--- src/rtl/push_switch_pkg.sv ---
// Shared constants, timing helper and debounce event type for the push-switch conditioner.
package push_switch_pkg;

  localparam int CLK_HZ          = 12000000;
  localparam int DB_MS_DEFAULT   = 10;
  localparam int LONG_MS_DEFAULT = 1000;

  function automatic int ms_to_cycles(input int ms);
    return (CLK_HZ / 1000) * ms;
  endfunction

  localparam int DB_CYCLES_DEFAULT   = ms_to_cycles(DB_MS_DEFAULT);
  localparam int LONG_CYCLES_DEFAULT = ms_to_cycles(LONG_MS_DEFAULT);

  typedef enum logic [1:0] {
    EV_NONE,
    EV_PRESS,
    EV_RELEASE
  } sw_event_e;

endpackage

--- src/rtl/switch_debounce_ch.sv ---
// One switch channel: 2-FF synchroniser, stable-count debounce and registered edge strobes.
// PUSH_SWITCH_LONG_PRESS_EN adds a saturating hold counter and a one-shot long-press strobe.
module switch_debounce_ch
  import push_switch_pkg::*;
#(
  parameter int DB_CYCLES = DB_CYCLES_DEFAULT
`ifdef PUSH_SWITCH_LONG_PRESS_EN
  , parameter int LONG_CYCLES = LONG_CYCLES_DEFAULT
`endif
) (
  input  logic clk,
  input  logic rst,
  input  logic sw,
  output logic sw_level,
  output logic press_pulse,
  output logic release_pulse
`ifdef PUSH_SWITCH_LONG_PRESS_EN
  , output logic long_press_pulse
`endif
);

  localparam int CW = $clog2(DB_CYCLES);
  localparam logic [CW-1:0] DB_LAST = CW'(DB_CYCLES - 1);

  logic          sync_p0, sync_p1;
  logic [CW-1:0] cnt;
  logic          accept;
  sw_event_e     ev_next;

  // stage p0/p1: metastability synchroniser
  always_ff @(posedge clk or posedge rst) begin
    if (rst) begin
      sync_p0 <= 1'b0;
      sync_p1 <= 1'b0;
    end else begin
      sync_p0 <= sw;
      sync_p1 <= sync_p0;
    end
  end

  always_comb begin
    accept  = (sync_p1 != sw_level) && (cnt == DB_LAST);
    ev_next = EV_NONE;
    if (accept) begin
      ev_next = sync_p1 ? EV_PRESS : EV_RELEASE;
    end
  end

  // debounce stage: any agreement with the current level throws away the partial count
  always_ff @(posedge clk or posedge rst) begin
    if (rst) begin
      cnt           <= '0;
      sw_level      <= 1'b0;
      press_pulse   <= 1'b0;
      release_pulse <= 1'b0;
    end else begin
      if ((sync_p1 == sw_level) || accept) begin
        cnt <= '0;
      end else begin
        cnt <= cnt + CW'(1);
      end
      if (accept) begin
        sw_level <= sync_p1;
      end
      press_pulse   <= (ev_next == EV_PRESS);
      release_pulse <= (ev_next == EV_RELEASE);
    end
  end

`ifdef PUSH_SWITCH_LONG_PRESS_EN
  localparam int HW = $clog2(LONG_CYCLES);
  localparam logic [HW-1:0] HOLD_LAST = HW'(LONG_CYCLES - 1);
  localparam logic [HW-1:0] HOLD_FIRE = HW'(LONG_CYCLES - 2);

  logic [HW-1:0] hold;

  // the strobe is raised on the edge the counter reaches its saturation value, so it fires once
  always_ff @(posedge clk or posedge rst) begin
    if (rst) begin
      hold             <= '0;
      long_press_pulse <= 1'b0;
    end else begin
      if (!sw_level) begin
        hold <= '0;
      end else if (hold != HOLD_LAST) begin
        hold <= hold + HW'(1);
      end
      long_press_pulse <= sw_level && (hold == HOLD_FIRE);
    end
  end
`endif

endmodule

--- src/rtl/push_switch_debounce.sv ---
// Conditions N_SW raw push switches and drives toggle-on-press active-low LEDs.
// PUSH_SWITCH_LONG_PRESS_EN adds LONG_CYCLES, long_press_pulse and long-press LED clear.
module push_switch_debounce
  import push_switch_pkg::*;
#(
  parameter int N_SW      = 4,
  parameter int DB_CYCLES = DB_CYCLES_DEFAULT
`ifdef PUSH_SWITCH_LONG_PRESS_EN
  , parameter int LONG_CYCLES = LONG_CYCLES_DEFAULT
`endif
) (
  input  logic            clk,
  input  logic            rst,
  input  logic [N_SW-1:0] sw,
  output logic [N_SW-1:0] sw_level,
  output logic [N_SW-1:0] press_pulse,
  output logic [N_SW-1:0] release_pulse,
  output logic [N_SW-1:0] led_n
`ifdef PUSH_SWITCH_LONG_PRESS_EN
  , output logic [N_SW-1:0] long_press_pulse
`endif
);

  logic [N_SW-1:0] toggle, toggle_next;

  for (genvar i = 0; i < N_SW; i++) begin : g_ch
    switch_debounce_ch #(
      .DB_CYCLES   (DB_CYCLES)
`ifdef PUSH_SWITCH_LONG_PRESS_EN
      , .LONG_CYCLES (LONG_CYCLES)
`endif
    ) u_ch (
      .clk           (clk),
      .rst           (rst),
      .sw            (sw[i]),
      .sw_level      (sw_level[i]),
      .press_pulse   (press_pulse[i]),
      .release_pulse (release_pulse[i])
`ifdef PUSH_SWITCH_LONG_PRESS_EN
      , .long_press_pulse (long_press_pulse[i])
`endif
    );
  end

  always_comb begin
`ifdef PUSH_SWITCH_LONG_PRESS_EN
    toggle_next = (toggle ^ press_pulse) & ~long_press_pulse;
`else
    toggle_next = toggle ^ press_pulse;
`endif
  end

  // toggle stage: follows the press strobe by one cycle
  always_ff @(posedge clk or posedge rst) begin
    if (rst) begin
      toggle <= '0;
    end else begin
      toggle <= toggle_next;
    end
  end

  assign led_n = ~toggle;

endmodule

--- config.mk ---
export PLATFORM = sky130hd
export DESIGN_NAME = push_switch_debounce
export DESIGN_NICKNAME = d
export VERILOG_FILES = /design/src/rtl/push_switch_pkg.sv /design/src/rtl/switch_debounce_ch.sv /design/src/rtl/push_switch_debounce.sv
export SDC_FILE = /design/constraint.sdc
export NUM_CORES = 1
export LEC_CHECK = 0
export CORE_ASPECT_RATIO = 1.5
export CORE_MARGIN = 2
export CORE_UTILIZATION = 45
export CTS_CLUSTER_SIZE = 12
export DETAILED_ROUTE_END_ITERATION = 10
export SLEW_MARGIN = 20
export SYNTH_ARGS = -nofsm -noshare
export SYNTH_HDL_FRONTEND = slang
export SYNTH_SLANG_ARGS = --single-unit
--- constraint.sdc ---
create_clock -name clk -period 3.72 [get_ports clk]
set_clock_uncertainty 0.15 [all_clocks]
set_input_delay 0.372 -clock clk [delete_from_list [all_inputs] [get_ports clk]]
set_output_delay 0.372 -clock clk [all_outputs]
set_load 0.01 [all_outputs]
==> run_summary.xml, run 1 <==
<?xml version="1.0" encoding="UTF-8"?>
<metrics>
  <group name="worst_setup_path">
    <metric name="critical_path_start" unit="">g_ch[3].u_ch.cnt[11]</metric>
    <metric name="regToRegStartpoint" unit="">g_ch[3].u_ch.cnt[11]</metric>
    <metric name="critical_path.endpoint_type" unit="">flop</metric>
    <metric name="ff2ff_path_depth" unit="">4</metric>
    <metric name="path_max_fanout" unit="">16</metric>
    <metric name="crit-reg2reg-capture" unit="">g_ch[3].u_ch.cnt[9]</metric>
    <metric name="timing.critical_path.required" unit="ns">3.76</metric>
    <metric name="timing.critical_path.from_type" unit="">flop</metric>
    <metric name="critPathArrivalTime" unit="ns">2.38</metric>
    <metric name="rrSetupSlack" unit="ns">1.38</metric>
    <metric name="critical_path_class" unit="">flop to flop</metric>
  </group>
  <group name="global_routing">
    <metric name="globalRouteMet3Util" unit="%">3.58</metric>
    <metric name="grt.total_usage" unit="%">15.9</metric>
    <metric name="grt-ovfl-total" unit="">0</metric>
    <metric name="use_met2" unit="%">25.4</metric>
    <metric name="global_route.peak_usage_layer" unit="">met2</metric>
    <metric name="grt_max_degree" unit="">38</metric>
    <metric name="grt_pass1_vias" unit="">2757</metric>
    <metric name="globalRouteMet1Util" unit="%">20.8</metric>
    <metric name="antenna_found_initial" unit="">0</metric>
    <metric name="global_route_wire_length_before_repair" unit="um">13300</metric>
  </group>
  <group name="synth">
    <metric name="yosys_warnings" unit="">0</metric>
    <metric name="synth-seq-area-share" unit="%">53.2</metric>
    <metric name="ys_seq_elements" unit="">92</metric>
    <metric name="asyncSetResetFlopFracSynth" unit="%">100</metric>
    <metric name="net_count_after_synthesis" unit="">423</metric>
    <metric name="synthDistinctLibCells" unit="">41</metric>
    <metric name="synthesis.instances" unit="">413</metric>
    <metric name="synth-edff-count" unit="">0</metric>
    <metric name="synth_ff_type" unit="">sky130_fd_sc_hd__dfrtp_1</metric>
    <metric name="synthesis.area" unit="um2">4330</metric>
    <metric name="syn_area_per_cell" unit="um2">10.5</metric>
  </group>
  <group name="routing">
    <metric name="postRouteWirelength" unit="um">7390</metric>
    <metric name="antenna_left" unit="">0</metric>
    <metric name="drt_iter0_markers" unit="">167</metric>
    <metric name="pre_repair_dr_iteration_count" unit="">4</metric>
    <metric name="drt_drc_violations_left" unit="">0</metric>
    <metric name="detailroute.via_count" unit="">2858</metric>
    <metric name="dr_vias_cell" unit="">5.27</metric>
    <metric name="avgRoutedWirePerCell" unit="um">13.6</metric>
  </group>
  <group name="clocking">
    <metric name="cts_sinks" unit="">92</metric>
    <metric name="tritoncts" unit="">done</metric>
    <metric name="ctsLongestPathBuffers" unit="">2</metric>
    <metric name="cts_hold_buffers" unit="">0</metric>
    <metric name="tritoncts.num_buffers" unit="">9</metric>
    <metric name="worst_skew_pair.late_latency" unit="ns">0.34</metric>
    <metric name="cts-htree-levels" unit="">3</metric>
    <metric name="cts.reportedPaths.clkPinSlew" unit="ns">0.06</metric>
    <metric name="clock_tree.root_cell" unit="">sky130_fd_sc_hd__clkbuf_16</metric>
    <metric name="post_cts.resized_instances" unit="">0</metric>
    <metric name="post-cts-setup-buffer-count" unit="">0</metric>
  </group>
  <group name="timing">
    <metric name="setup_repair_after_global_routing_missed_its_margin" unit="">no</metric>
    <metric name="fin_crit_sh" unit="%">62.8</metric>
    <metric name="finalSetupTns" unit="ns">0</metric>
    <metric name="slew_viol_final" unit="">0</metric>
    <metric name="report.final.setup_viol" unit="">0</metric>
    <metric name="finalWorstPathRequiredPeriod" unit="ns">2.34</metric>
    <metric name="slew_headroom" unit="%">44.1</metric>
    <metric name="clock.fmax" unit="GHz">0.428</metric>
    <metric name="tightestPinTransition" unit="ns">0.836</metric>
    <metric name="timing.final.hold_violations" unit="">0</metric>
  </group>
  <group name="min_path">
    <metric name="worst_hold_path.num_cells" unit="">0</metric>
    <metric name="worstHoldEndpoint" unit="">g_ch[2].u_ch.sync_p1</metric>
    <metric name="worstHoldPathType" unit="">flop to flop</metric>
    <metric name="min_from" unit="">g_ch[2].u_ch.sync_p0</metric>
  </group>
  <group name="layout">
    <metric name="num_antenna_cells" unit="">0</metric>
    <metric name="final_layout_size_suffix_gt1_share" unit="%">7.91</metric>
    <metric name="area.growth.synth_to_final" unit="%">12.8</metric>
    <metric name="postLayoutCoreUtil" unit="%">52.4</metric>
    <metric name="final_nets" unit="">435</metric>
  </group>
  <group name="power">
    <metric name="combinationalPowerShare" unit="%">3.0</metric>
    <metric name="power.sequential.fraction" unit="%">49.8</metric>
    <metric name="total_net_switching_power" unit="W">0.000442</metric>
    <metric name="power.share.clock" unit="%">47.2</metric>
    <metric name="vdd_ir_drop_max" unit="uV">301</metric>
    <metric name="switching_share" unit="%">21.4</metric>
    <metric name="internal_power" unit="W">0.00163</metric>
    <metric name="power.density" unit="nW/um2">424</metric>
    <metric name="cellLeakagePower" unit="nW">1.98</metric>
  </group>
  <group name="floorplanning">
    <metric name="dieWidth" unit="um">84.1</metric>
    <metric name="design.die.area" unit="um2">10400</metric>
    <metric name="num_rows" unit="">43</metric>
    <metric name="start_util" unit="%">46.5</metric>
    <metric name="core" unit="um2">9310</metric>
    <metric name="boundaryPins" unit="">22</metric>
    <metric name="die_h" unit="um">124</metric>
  </group>
  <group name="placement">
    <metric name="port_buffers" unit="">21</metric>
    <metric name="gp_routability_congestion" unit="">0.766</metric>
    <metric name="post-dp-hpwl" unit="um">5040</metric>
  </group>
  <group name="run">
    <metric name="maxCapViolCount" unit="">0</metric>
  </group>
  <group name="status">
    <metric name="outcome" unit="">finished, final reports clean</metric>
  </group>
</metrics>
==> cell families after synthesis <==
kind of cell             Yosys count  synth area share (%)
flip-flops                        92                  53.2
XOR/XNOR                          64                  13.0
AND/OR/NAND/NOR                  201                  24.5
buffers and inverters             36                  4.34
adder cells (fa/ha/maj)            4                  1.16
multiplexers                       4                  1.13
AO/OA/AOI/OAI                     12                  2.72
==> critical path: stages, from the launching register on <==
cell,delay [ns]
sky130_fd_sc_hd__dfrtp_1,0.42
sky130_fd_sc_hd__or4b_1,0.49
sky130_fd_sc_hd__or4_1,0.45
sky130_fd_sc_hd__o21ai_2,0.56
sky130_fd_sc_hd__nor2_1,0.11
==> sequential cells by signal, indices dropped and copies added (netlist names) <==
| name | cells |
|---|---|
| g_ch.u_ch.cnt | 68 |
| g_ch.u_ch.press_pulse | 4 |
| g_ch.u_ch.release_pulse | 4 |
| g_ch.u_ch.sw_level | 4 |
| g_ch.u_ch.sync_p0 | 4 |
| g_ch.u_ch.sync_p1 | 4 |
| toggle | 4 |
==> layer usage <==
metal	up-vias	part of all wire, %
met5	-	0
met3	8	2.9
met2	41	48
li1	1429	-
met4	0	2.0
met1	1380	47
==> layout by cell type (no fill, tap or decap), types with 2 or more instances in the layout <==
cell                              instances
sky130_fd_sc_hd__nor4_1                  17
sky130_fd_sc_hd__clkdlybuf4s50_1         21
sky130_fd_sc_hd__nand4b_1                 2
sky130_fd_sc_hd__clkinv_2                 2
sky130_fd_sc_hd__or4_4                    2
sky130_fd_sc_hd__nand2_1                 18
sky130_fd_sc_hd__nand4bb_1                2
sky130_fd_sc_hd__buf_4                    2
sky130_fd_sc_hd__clkbuf_16                9
sky130_fd_sc_hd__and3_1                   6
sky130_fd_sc_hd__nor2_1                  69
sky130_fd_sc_hd__a31o_2                   2
sky130_fd_sc_hd__dfrtp_1                 92
sky130_fd_sc_hd__mux2_2                   3
sky130_fd_sc_hd__inv_1                   13
sky130_fd_sc_hd__clkinv_4                 2
sky130_fd_sc_hd__xor2_1                  24
sky130_fd_sc_hd__bufinv_16                2
sky130_fd_sc_hd__a21oi_1                  4
sky130_fd_sc_hd__or4_1                    2
sky130_fd_sc_hd__nand3_1                 28
sky130_fd_sc_hd__nor3_1                  13
sky130_fd_sc_hd__nand4_1                 19
sky130_fd_sc_hd__and4_1                   3
sky130_fd_sc_hd__ha_1                     4
sky130_fd_sc_hd__nor3b_1                 10
sky130_fd_sc_hd__xnor2_1                 40
==> area by class of cell <==
class / instances / area (um2)
Clock buffer: 9 / 225
Tap cell: 112 / 140
Sequential cell: 92 / 2300
Inverter: 14 / 53.8
Multi-Input combinational cell: 285 / 1840
Clock inverter: 7 / 98.8
Fill cell: 871 / 4430
Timing Repair Buffer: 23 / 225
==> stage by stage <==
stage / hold WS, ns / area (um2) / std cells / power [W] / setup slack (ns)
CTS: 0.204 / 4880 / 542 / 0.00211 / 1.36
floorplan: 0.181 / 4330 / 413 / 0.00109 / 0.806
global placement: 0.184 / 4560 / 526 / 0.00111 / 1.41
finish: 0.200 / 4880 / 542 / 0.00207 / 1.38
global route: 0.206 / 4880 / 542 / 0.00216 / 1.20
detailed placement: 0.189 / 4560 / 526 / 0.00111 / 1.35
==> synthesized netlist by cell type, types with 2 or more instances <==
library cell | number | area (um2)
sky130_fd_sc_hd__xor2_1 | 24 | 210
sky130_fd_sc_hd__nand4bb_1 | 2 | 22.5
sky130_fd_sc_hd__inv_1 | 14 | 52.6
sky130_fd_sc_hd__buf_2 | 3 | 15.0
sky130_fd_sc_hd__dfrtp_1 | 92 | 2300
sky130_fd_sc_hd__buf_4 | 13 | 97.6
sky130_fd_sc_hd__clkbuf_1 | 6 | 22.5
sky130_fd_sc_hd__or4_1 | 2 | 15.0
sky130_fd_sc_hd__nor2_1 | 69 | 259
sky130_fd_sc_hd__a31o_2 | 2 | 17.5
sky130_fd_sc_hd__or4_4 | 2 | 22.5
sky130_fd_sc_hd__nand3_1 | 28 | 140
sky130_fd_sc_hd__nor3_1 | 13 | 65.1
sky130_fd_sc_hd__ha_1 | 4 | 50.1
sky130_fd_sc_hd__nor3b_1 | 10 | 75.1
sky130_fd_sc_hd__nand4b_1 | 2 | 17.5
sky130_fd_sc_hd__nand2_1 | 18 | 67.6
sky130_fd_sc_hd__a21oi_1 | 4 | 20.0
sky130_fd_sc_hd__xnor2_1 | 40 | 350
sky130_fd_sc_hd__and4_1 | 3 | 26.3
sky130_fd_sc_hd__nand4_1 | 19 | 119
sky130_fd_sc_hd__nor4_1 | 17 | 106
sky130_fd_sc_hd__and3_1 | 6 | 37.5
sky130_fd_sc_hd__mux2_2 | 3 | 33.8
==> power by group through the flow <==
| stage | registers (W) | logic [W] | clock network (W) |
|---|---|---|---|
| floorplan | 0.00105 | 0.0000457 | 0 |
| finish | 0.00103 | 0.0000612 | 0.000977 |
| CTS | 0.00103 | 0.0000649 | 0.00102 |
| global placement | 0.00105 | 0.0000633 | 0 |
| global route | 0.00103 | 0.0000729 | 0.00106 |
| detailed placement | 0.00105 | 0.0000645 | 0 |
==> worst max-delay path by stage <==
stage	slack [ns]	endpoint
2_1_floorplan	0.81	g_ch[0].u_ch.cnt[0]
3_5_place_dp	1.35	g_ch[3].u_ch.cnt[3]
5_1_grt	1.20	g_ch[0].u_ch.cnt[6]
6_report	1.38	g_ch[3].u_ch.cnt[9]
4_1_cts	1.36	g_ch[0].u_ch.cnt[9]
3_3_place_gp	1.41	g_ch[3].u_ch.cnt[10]
Note: power is estimated with default switching activity, not from simulation.
==> inputs of run 2 (changes only) <==
==> constraint.sdc (replaced) <==
create_clock -name clk -period 1.95 [get_ports clk]
set_clock_uncertainty 0.15 [all_clocks]
set_input_delay 0.195 -clock clk [delete_from_list [all_inputs] [get_ports clk]]
set_output_delay 0.195 -clock clk [all_outputs]
set_load 0.01 [all_outputs]
==> run 2 against run 1 <==
The run now ends with setup timing left. Wire length rose by 6.4%. Via count up 6.0%. Maximum frequency increased by 11%. Largest power group unchanged. Highest routed layer unchanged.
==> run_summary.xml, run 2 (synthesis gave the netlist of run 1 again) <==
<?xml version="1.0" encoding="UTF-8"?>
<metrics>
  <group name="layout">
    <metric name="final_layout_size_suffix_gt1_share" unit="%">17.5</metric>
    <metric name="final_cell_mix" unit="">92 x sky130_fd_sc_hd__dfrtp_1, 69 x sky130_fd_sc_hd__nor2_1, 42 x sky130_fd_sc_hd__buf_4</metric>
    <metric name="instances_no_fill" unit="">585</metric>
    <metric name="area.growth.synth_to_final" unit="%">21.9</metric>
    <metric name="top_register" unit="">g_ch.u_ch.cnt</metric>
    <metric name="largest_reg_flops" unit="">68</metric>
    <metric name="num_antenna_cells" unit="">0</metric>
    <metric name="mostFrequentLayoutCell" unit="">sky130_fd_sc_hd__dfrtp_1</metric>
    <metric name="final_nets" unit="">478</metric>
  </group>
  <group name="routing">
    <metric name="drt_drc_violations_left" unit="">0</metric>
    <metric name="antenna_left" unit="">0</metric>
    <metric name="pre_repair_dr_iteration_count" unit="">4</metric>
    <metric name="dr_vias_cell" unit="">5.18</metric>
    <metric name="drt_iter0_markers" unit="">110</metric>
    <metric name="avgRoutedWirePerCell" unit="um">13.5</metric>
    <metric name="detailroute.via_count" unit="">3029</metric>
    <metric name="postRouteWirelength" unit="um">7870</metric>
  </group>
  <group name="global_routing">
    <metric name="grt_max_degree" unit="">30</metric>
    <metric name="grt.total_usage" unit="%">16.9</metric>
    <metric name="grt-ovfl-total" unit="">0</metric>
    <metric name="grt_pass1_vias" unit="">3135</metric>
    <metric name="antenna_found_initial" unit="">0</metric>
    <metric name="global_route_wire_length_before_repair" unit="um">14100</metric>
  </group>
  <group name="floorplanning">
    <metric name="dieWidth" unit="um">84.1</metric>
    <metric name="die_h" unit="um">124</metric>
    <metric name="design.die.area" unit="um2">10400</metric>
    <metric name="start_util" unit="%">46.5</metric>
    <metric name="num_rows" unit="">43</metric>
    <metric name="boundaryPins" unit="">22</metric>
    <metric name="core" unit="um2">9310</metric>
  </group>
  <group name="clocking">
    <metric name="worst_skew_pair.late_latency" unit="ns">0.33</metric>
    <metric name="ctsLongestPathBuffers" unit="">2</metric>
    <metric name="tritoncts" unit="">done</metric>
    <metric name="tritoncts.num_buffers" unit="">9</metric>
    <metric name="clock_tree.root_cell" unit="">sky130_fd_sc_hd__clkbuf_16</metric>
    <metric name="cts.reportedPaths.clkPinSlew" unit="ns">0.07</metric>
    <metric name="cts_sinks" unit="">92</metric>
    <metric name="cts-htree-levels" unit="">3</metric>
  </group>
  <group name="worst_setup_path">
    <metric name="critical_path_class" unit="">flop to flop</metric>
    <metric name="timing.critical_path.from_type" unit="">flop</metric>
    <metric name="timing.critical_path.required" unit="ns">2.02</metric>
    <metric name="critPathArrivalTime" unit="ns">2.17</metric>
    <metric name="critical_path.endpoint_type" unit="">flop</metric>
    <metric name="path_max_fanout" unit="">3</metric>
    <metric name="ff2ff_path_depth" unit="">4</metric>
  </group>
  <group name="timing">
    <metric name="tightestPinTransition" unit="ns">0.521</metric>
    <metric name="final_critical_path_setup_slack" unit="ns">-0.158</metric>
    <metric name="slew_viol_final" unit="">0</metric>
    <metric name="setup_repair_after_global_routing_missed_its_margin" unit="">yes</metric>
    <metric name="report.final.setup_viol" unit="">21</metric>
    <metric name="holdWs" unit="ns">0.0981</metric>
    <metric name="finalWorstPathRequiredPeriod" unit="ns">2.11</metric>
    <metric name="timing.final.hold_violations" unit="">0</metric>
    <metric name="slew_headroom" unit="%">65.2</metric>
    <metric name="fin_crit_sh" unit="%">108</metric>
    <metric name="clock.fmax" unit="GHz">0.474</metric>
  </group>
  <group name="power">
    <metric name="internal_power" unit="W">0.00304</metric>
    <metric name="combinationalPowerShare" unit="%">4.4</metric>
    <metric name="vdd_ir_drop_max" unit="uV">563</metric>
    <metric name="power.share.clock" unit="%">44.5</metric>
    <metric name="switching_share" unit="%">21.0</metric>
    <metric name="cellLeakagePower" unit="nW">2.21</metric>
    <metric name="power.density" unit="nW/um2">730</metric>
    <metric name="power.sequential.fraction" unit="%">51.0</metric>
    <metric name="total_net_switching_power" unit="W">0.000809</metric>
  </group>
  <group name="placement">
    <metric name="gp_routability_congestion" unit="">0.813</metric>
    <metric name="port_buffers" unit="">21</metric>
    <metric name="placement.setup.worst_slack" unit="ns">-0.166</metric>
    <metric name="placedCellCount" unit="">567</metric>
    <metric name="post-dp-hpwl" unit="um">5600</metric>
  </group>
  <group name="min_path">
    <metric name="worstHoldPathType" unit="">primary input to async pin</metric>
  </group>
  <group name="status">
    <metric name="violations" unit="">setup timing</metric>
    <metric name="outcome" unit="">finished, violations left</metric>
  </group>
  <group name="run">
    <metric name="maxCapViolCount" unit="">0</metric>
  </group>
</metrics>
run 2: worst paths after layout:
check	from	to	slack, ns
min in group clk	sw[1]	g_ch[1].u_ch.sync_p0	0.15
worst max-delay path	g_ch[3].u_ch.cnt[9]	g_ch[3].u_ch.sw_level	-0.16
worst min-delay path	rst	g_ch[0].u_ch.cnt[1]	0.1
worst min register to register	g_ch[0].u_ch.sync_p0	g_ch[0].u_ch.sync_p1	0.19
max in group asynchronous	rst	g_ch[3].u_ch.cnt[0]	1.04
worst max register to register	g_ch[3].u_ch.cnt[9]	g_ch[3].u_ch.sw_level	-0.16
run 2: repair_timing:
item	CTS	global route
gates resized for setup	3	3
endpoints found under the setup margin	6	24
hold buffers	0	0
pin swaps	1	0
setup buffers	2	0
run 2: power groups by stage:
stage | logic (W) | clock network, W | registers, W
after floorplan | 0.0000900 | 0 | 0.00200
after global placement | 0.000170 | 0 | 0.00200
after detailed placement | 0.000173 | 0 | 0.00200
after CTS | 0.000176 | 0.00177 | 0.00196
after global routing | 0.000199 | 0.00185 | 0.00197
final | 0.000171 | 0.00171 | 0.00196
run 2: metrics by stage:
step | cell area [um2] | setup TNS (ns) | utilization, % | power [W]
final | 5270 | -2.08 | 56.6 | 0.00385
after global routing | 5270 | -3.73 | 56.6 | 0.00401
after CTS | 5260 | -2.13 | 56.5 | 0.00391
after detailed placement | 4930 | -0.236 | 53.0 | 0.00217
after global placement | 4930 | -0.205 | 53.0 | 0.00217
after floorplan | 4360 | -1.27 | - | 0.00209
run 2: final cells by class:
cell class,count,area (um2)
Clock inverter,4,48.8
Sequential cell,92,2300
Inverter,14,56.3
Timing Repair Buffer,66,586
Clock buffer,12,246
Fill cell,816,4040
Multi-Input combinational cell,285,1890
Tap cell,112,140
run 2: layer usage:
layer	vias up	GRT usage (%)	share of wire, %
met2	37	29.3	52
met1	1458	20.3	45
met4	0	7.96	1.4
li1	1527	-	-
met5	-	0	0
met3	7	3.31	2.2
run 2: critical path, cell delays in order (launching register included):
cell and delay (ns):
sky130_fd_sc_hd__dfrtp_1 0.37, sky130_fd_sc_hd__or4b_1 0.50, sky130_fd_sc_hd__or4_4 0.43, sky130_fd_sc_hd__or2_4 0.25
sky130_fd_sc_hd__mux2_4 0.29
==> inputs of run 3 (changes only) <==
--- a/config.mk
+++ b/config.mk
@@ -7,9 +7,10 @@
 export LEC_CHECK = 0
 export CORE_ASPECT_RATIO = 1.5
 export CORE_MARGIN = 2
-export CORE_UTILIZATION = 45
+export CORE_UTILIZATION = 61
 export CTS_CLUSTER_SIZE = 12
 export DETAILED_ROUTE_END_ITERATION = 10
+export PLACE_DENSITY = 0.81
 export SLEW_MARGIN = 20
 export SYNTH_ARGS = -nofsm -noshare
 export SYNTH_HDL_FRONTEND = slang
==> constraint.sdc (replaced) <==
create_clock -name clk -period 2.5 [get_ports clk]
set_clock_uncertainty 0.15 [all_clocks]
set_input_delay 0.25 -clock clk [delete_from_list [all_inputs] [get_ports clk]]
set_output_delay 0.25 -clock clk [all_outputs]
set_load 0.01 [all_outputs]
==> run 3 against run 2 <==
The run now ends clean. Combinational power shrank 43%. Design area shrank 10%. Die area shrank 25%. Critical path depth is the same. Critical endpoint unchanged. Highest routed layer unchanged.
==> run_summary.xml, run 3 (synthesis gave the netlist of run 1 again) <==
<?xml version="1.0" encoding="UTF-8"?>
<metrics>
  <group name="clocking">
    <metric name="tritoncts" unit="">done</metric>
    <metric name="cts.reportedPaths.clkPinSlew" unit="ns">0.10</metric>
    <metric name="ctsLongestPathBuffers" unit="">2</metric>
    <metric name="cts-htree-levels" unit="">3</metric>
    <metric name="post_cts.resized_instances" unit="">0</metric>
    <metric name="cts_hold_buffers" unit="">0</metric>
    <metric name="tritoncts.num_buffers" unit="">9</metric>
    <metric name="cts_sinks" unit="">92</metric>
    <metric name="worst_skew_pair.late_latency" unit="ns">0.36</metric>
    <metric name="post-cts-setup-buffer-count" unit="">0</metric>
    <metric name="clock_tree.root_cell" unit="">sky130_fd_sc_hd__clkbuf_8</metric>
  </group>
  <group name="min_path">
    <metric name="min_from" unit="">sw[0]</metric>
    <metric name="worstHoldEndpoint" unit="">g_ch[0].u_ch.sync_p0</metric>
    <metric name="worstHoldPathType" unit="">primary input to flop</metric>
    <metric name="worst_hold_path.num_cells" unit="">1</metric>
  </group>
  <group name="status">
    <metric name="outcome" unit="">finished, final reports clean</metric>
  </group>
  <group name="placement">
    <metric name="placedInstanceArea" unit="um2">4560</metric>
    <metric name="port_buffers" unit="">21</metric>
    <metric name="placement.setup.worst_slack" unit="ns">0.301</metric>
    <metric name="gp_routability_congestion" unit="">0.886</metric>
    <metric name="post-dp-hpwl" unit="um">5130</metric>
  </group>
  <group name="floorplanning">
    <metric name="start_util" unit="%">63.1</metric>
    <metric name="core" unit="um2">6850</metric>
    <metric name="die_h" unit="um">107</metric>
    <metric name="boundaryPins" unit="">22</metric>
    <metric name="design.die.area" unit="um2">7790</metric>
    <metric name="num_rows" unit="">37</metric>
    <metric name="dieWidth" unit="um">72.8</metric>
  </group>
  <group name="worst_setup_path">
    <metric name="rrSetupSlack" unit="ns">0.27</metric>
    <metric name="timing.critical_path.from_type" unit="">flop</metric>
    <metric name="path_max_fanout" unit="">4</metric>
    <metric name="critPathArrivalTime" unit="ns">2.32</metric>
    <metric name="critical_path.endpoint_type" unit="">flop</metric>
    <metric name="cp_cell_sequence" unit="">or4b_1 -&gt; or4_1 -&gt; or2_4 -&gt; mux2_4</metric>
    <metric name="timing.critical_path.required" unit="ns">2.59</metric>
    <metric name="ff2ff_path_depth" unit="">4</metric>
    <metric name="critPathMaxStageDelay" unit="ns">0.52</metric>
    <metric name="critical_path_class" unit="">flop to flop</metric>
    <metric name="crit_slowest_cell" unit="">sky130_fd_sc_hd__or4b_1</metric>
    <metric name="crit-reg2reg-capture" unit="">g_ch[3].u_ch.sw_level</metric>
    <metric name="regToRegStartpoint" unit="">g_ch[3].u_ch.cnt[9]</metric>
  </group>
  <group name="layout">
    <metric name="final_cell_mix" unit="">92 x sky130_fd_sc_hd__dfrtp_1, 69 x sky130_fd_sc_hd__nor2_1, 40 x sky130_fd_sc_hd__xnor2_1</metric>
    <metric name="stdcell_area" unit="um2">4740</metric>
    <metric name="top_register" unit="">g_ch.u_ch.cnt</metric>
    <metric name="num-fill-cells" unit="">518</metric>
    <metric name="num_antenna_cells" unit="">0</metric>
    <metric name="final_layout_size_suffix_gt1_share" unit="%">8.76</metric>
    <metric name="largest_reg_flops" unit="">68</metric>
    <metric name="area.growth.synth_to_final" unit="%">9.49</metric>
    <metric name="final_nets" unit="">439</metric>
    <metric name="mostFrequentLayoutCell" unit="">sky130_fd_sc_hd__dfrtp_1</metric>
    <metric name="postLayoutCoreUtil" unit="%">69.1</metric>
  </group>
  <group name="timing">
    <metric name="final_critical_path_setup_slack" unit="ns">0.274</metric>
    <metric name="slew_headroom" unit="%">69.9</metric>
    <metric name="timing.final.hold_violations" unit="">0</metric>
    <metric name="setup_repair_after_global_routing_missed_its_margin" unit="">no</metric>
    <metric name="finalWorstPathRequiredPeriod" unit="ns">2.23</metric>
    <metric name="holdWs" unit="ns">0.170</metric>
    <metric name="slew_viol_final" unit="">0</metric>
    <metric name="report.final.setup_viol" unit="">0</metric>
    <metric name="tightestPinTransition" unit="ns">0.452</metric>
    <metric name="fin_crit_sh" unit="%">89.0</metric>
    <metric name="clock.fmax" unit="GHz">0.449</metric>
    <metric name="finalSetupTns" unit="ns">0</metric>
  </group>
  <group name="power">
    <metric name="power.density" unit="nW/um2">536</metric>
    <metric name="cellLeakagePower" unit="nW">1.92</metric>
    <metric name="vdd_ir_drop_max" unit="uV">466</metric>
  </group>
  <group name="global_routing">
    <metric name="antenna_found_initial" unit="">0</metric>
    <metric name="grt-ovfl-total" unit="">0</metric>
    <metric name="global_route_wire_length_before_repair" unit="um">13100</metric>
    <metric name="grt.total_usage" unit="%">21.1</metric>
    <metric name="grt_pass1_vias" unit="">3054</metric>
    <metric name="grt_max_degree" unit="">93</metric>
  </group>
  <group name="routing">
    <metric name="detailroute.via_count" unit="">2989</metric>
    <metric name="dr_vias_cell" unit="">5.84</metric>
    <metric name="avgRoutedWirePerCell" unit="um">14.5</metric>
    <metric name="pre_repair_dr_iteration_count" unit="">4</metric>
    <metric name="drt_drc_violations_left" unit="">0</metric>
    <metric name="drt_iter0_markers" unit="">194</metric>
    <metric name="postRouteWirelength" unit="um">7450</metric>
    <metric name="antenna_left" unit="">0</metric>
  </group>
  <group name="run">
    <metric name="maxCapViolCount" unit="">0</metric>
  </group>
</metrics>
[run 3: per-layer routing]
metal / global-route usage, % / routed length (um) / vias to the layer above
met5: 0 / 0 / -
met4: 9.39 / 158 / 0
met3: 3.10 / 208 / 18
met2: 36.8 / 3950 / 68
met1: 25.4 / 3130 / 1457
li1: - / - / 1446
[run 3: how the worst max path moves through the flow]
stage / to / startpoint / cells after the start
2_1_floorplan: g_ch[3].u_ch.sw_level / g_ch[3].u_ch.cnt[9] / 4
3_3_place_gp: g_ch[3].u_ch.sw_level / g_ch[3].u_ch.cnt[9] / 4
3_5_place_dp: g_ch[3].u_ch.sw_level / g_ch[3].u_ch.cnt[9] / 4
4_1_cts: g_ch[3].u_ch.sw_level / g_ch[3].u_ch.cnt[11] / 4
5_1_grt: g_ch[3].u_ch.sw_level / g_ch[3].u_ch.cnt[11] / 4
6_report: g_ch[3].u_ch.sw_level / g_ch[3].u_ch.cnt[9] / 4
[run 3: through the flow]
step | cells | power [W]
4_1_cts | 512 | 0.00256
3_3_place_gp | 496 | 0.00166
2_1_floorplan | 413 | 0.00163
3_5_place_dp | 496 | 0.00166
5_1_grt | 512 | 0.00264
6_report | 512 | 0.00254
[run 3: power breakdown]
| part | internal, W | switching (W) |
|---|---|---|
| combinational | 0.0000358 | 0.0000620 |
| sequential | 0.00151 | 0.0000257 |
| clock | 0.000364 | 0.000542 |
[run 3: area by class of cell]
| cell class | instances | area, um2 | area share [%] |
|---|---|---|---|
| Multi-Input combinational cell | 285 | 1840 | 38.8 |
| Tap cell | 78 | 97.6 | 2.06 |
| Sequential cell | 92 | 2300 | 48.6 |
| Inverter | 14 | 56.3 | 1.19 |
| Clock inverter | 7 | 52.6 | 1.11 |
| Timing Repair Buffer | 27 | 268 | 5.65 |
| Clock buffer | 9 | 124 | 2.62 |
[run 3: critical path, delay by kind of cell (launching register included)]
kind	cells	cell delay, ns
flip-flops	1	0.42
multiplexers	1	0.29
AND/OR/NAND/NOR	3	1.25
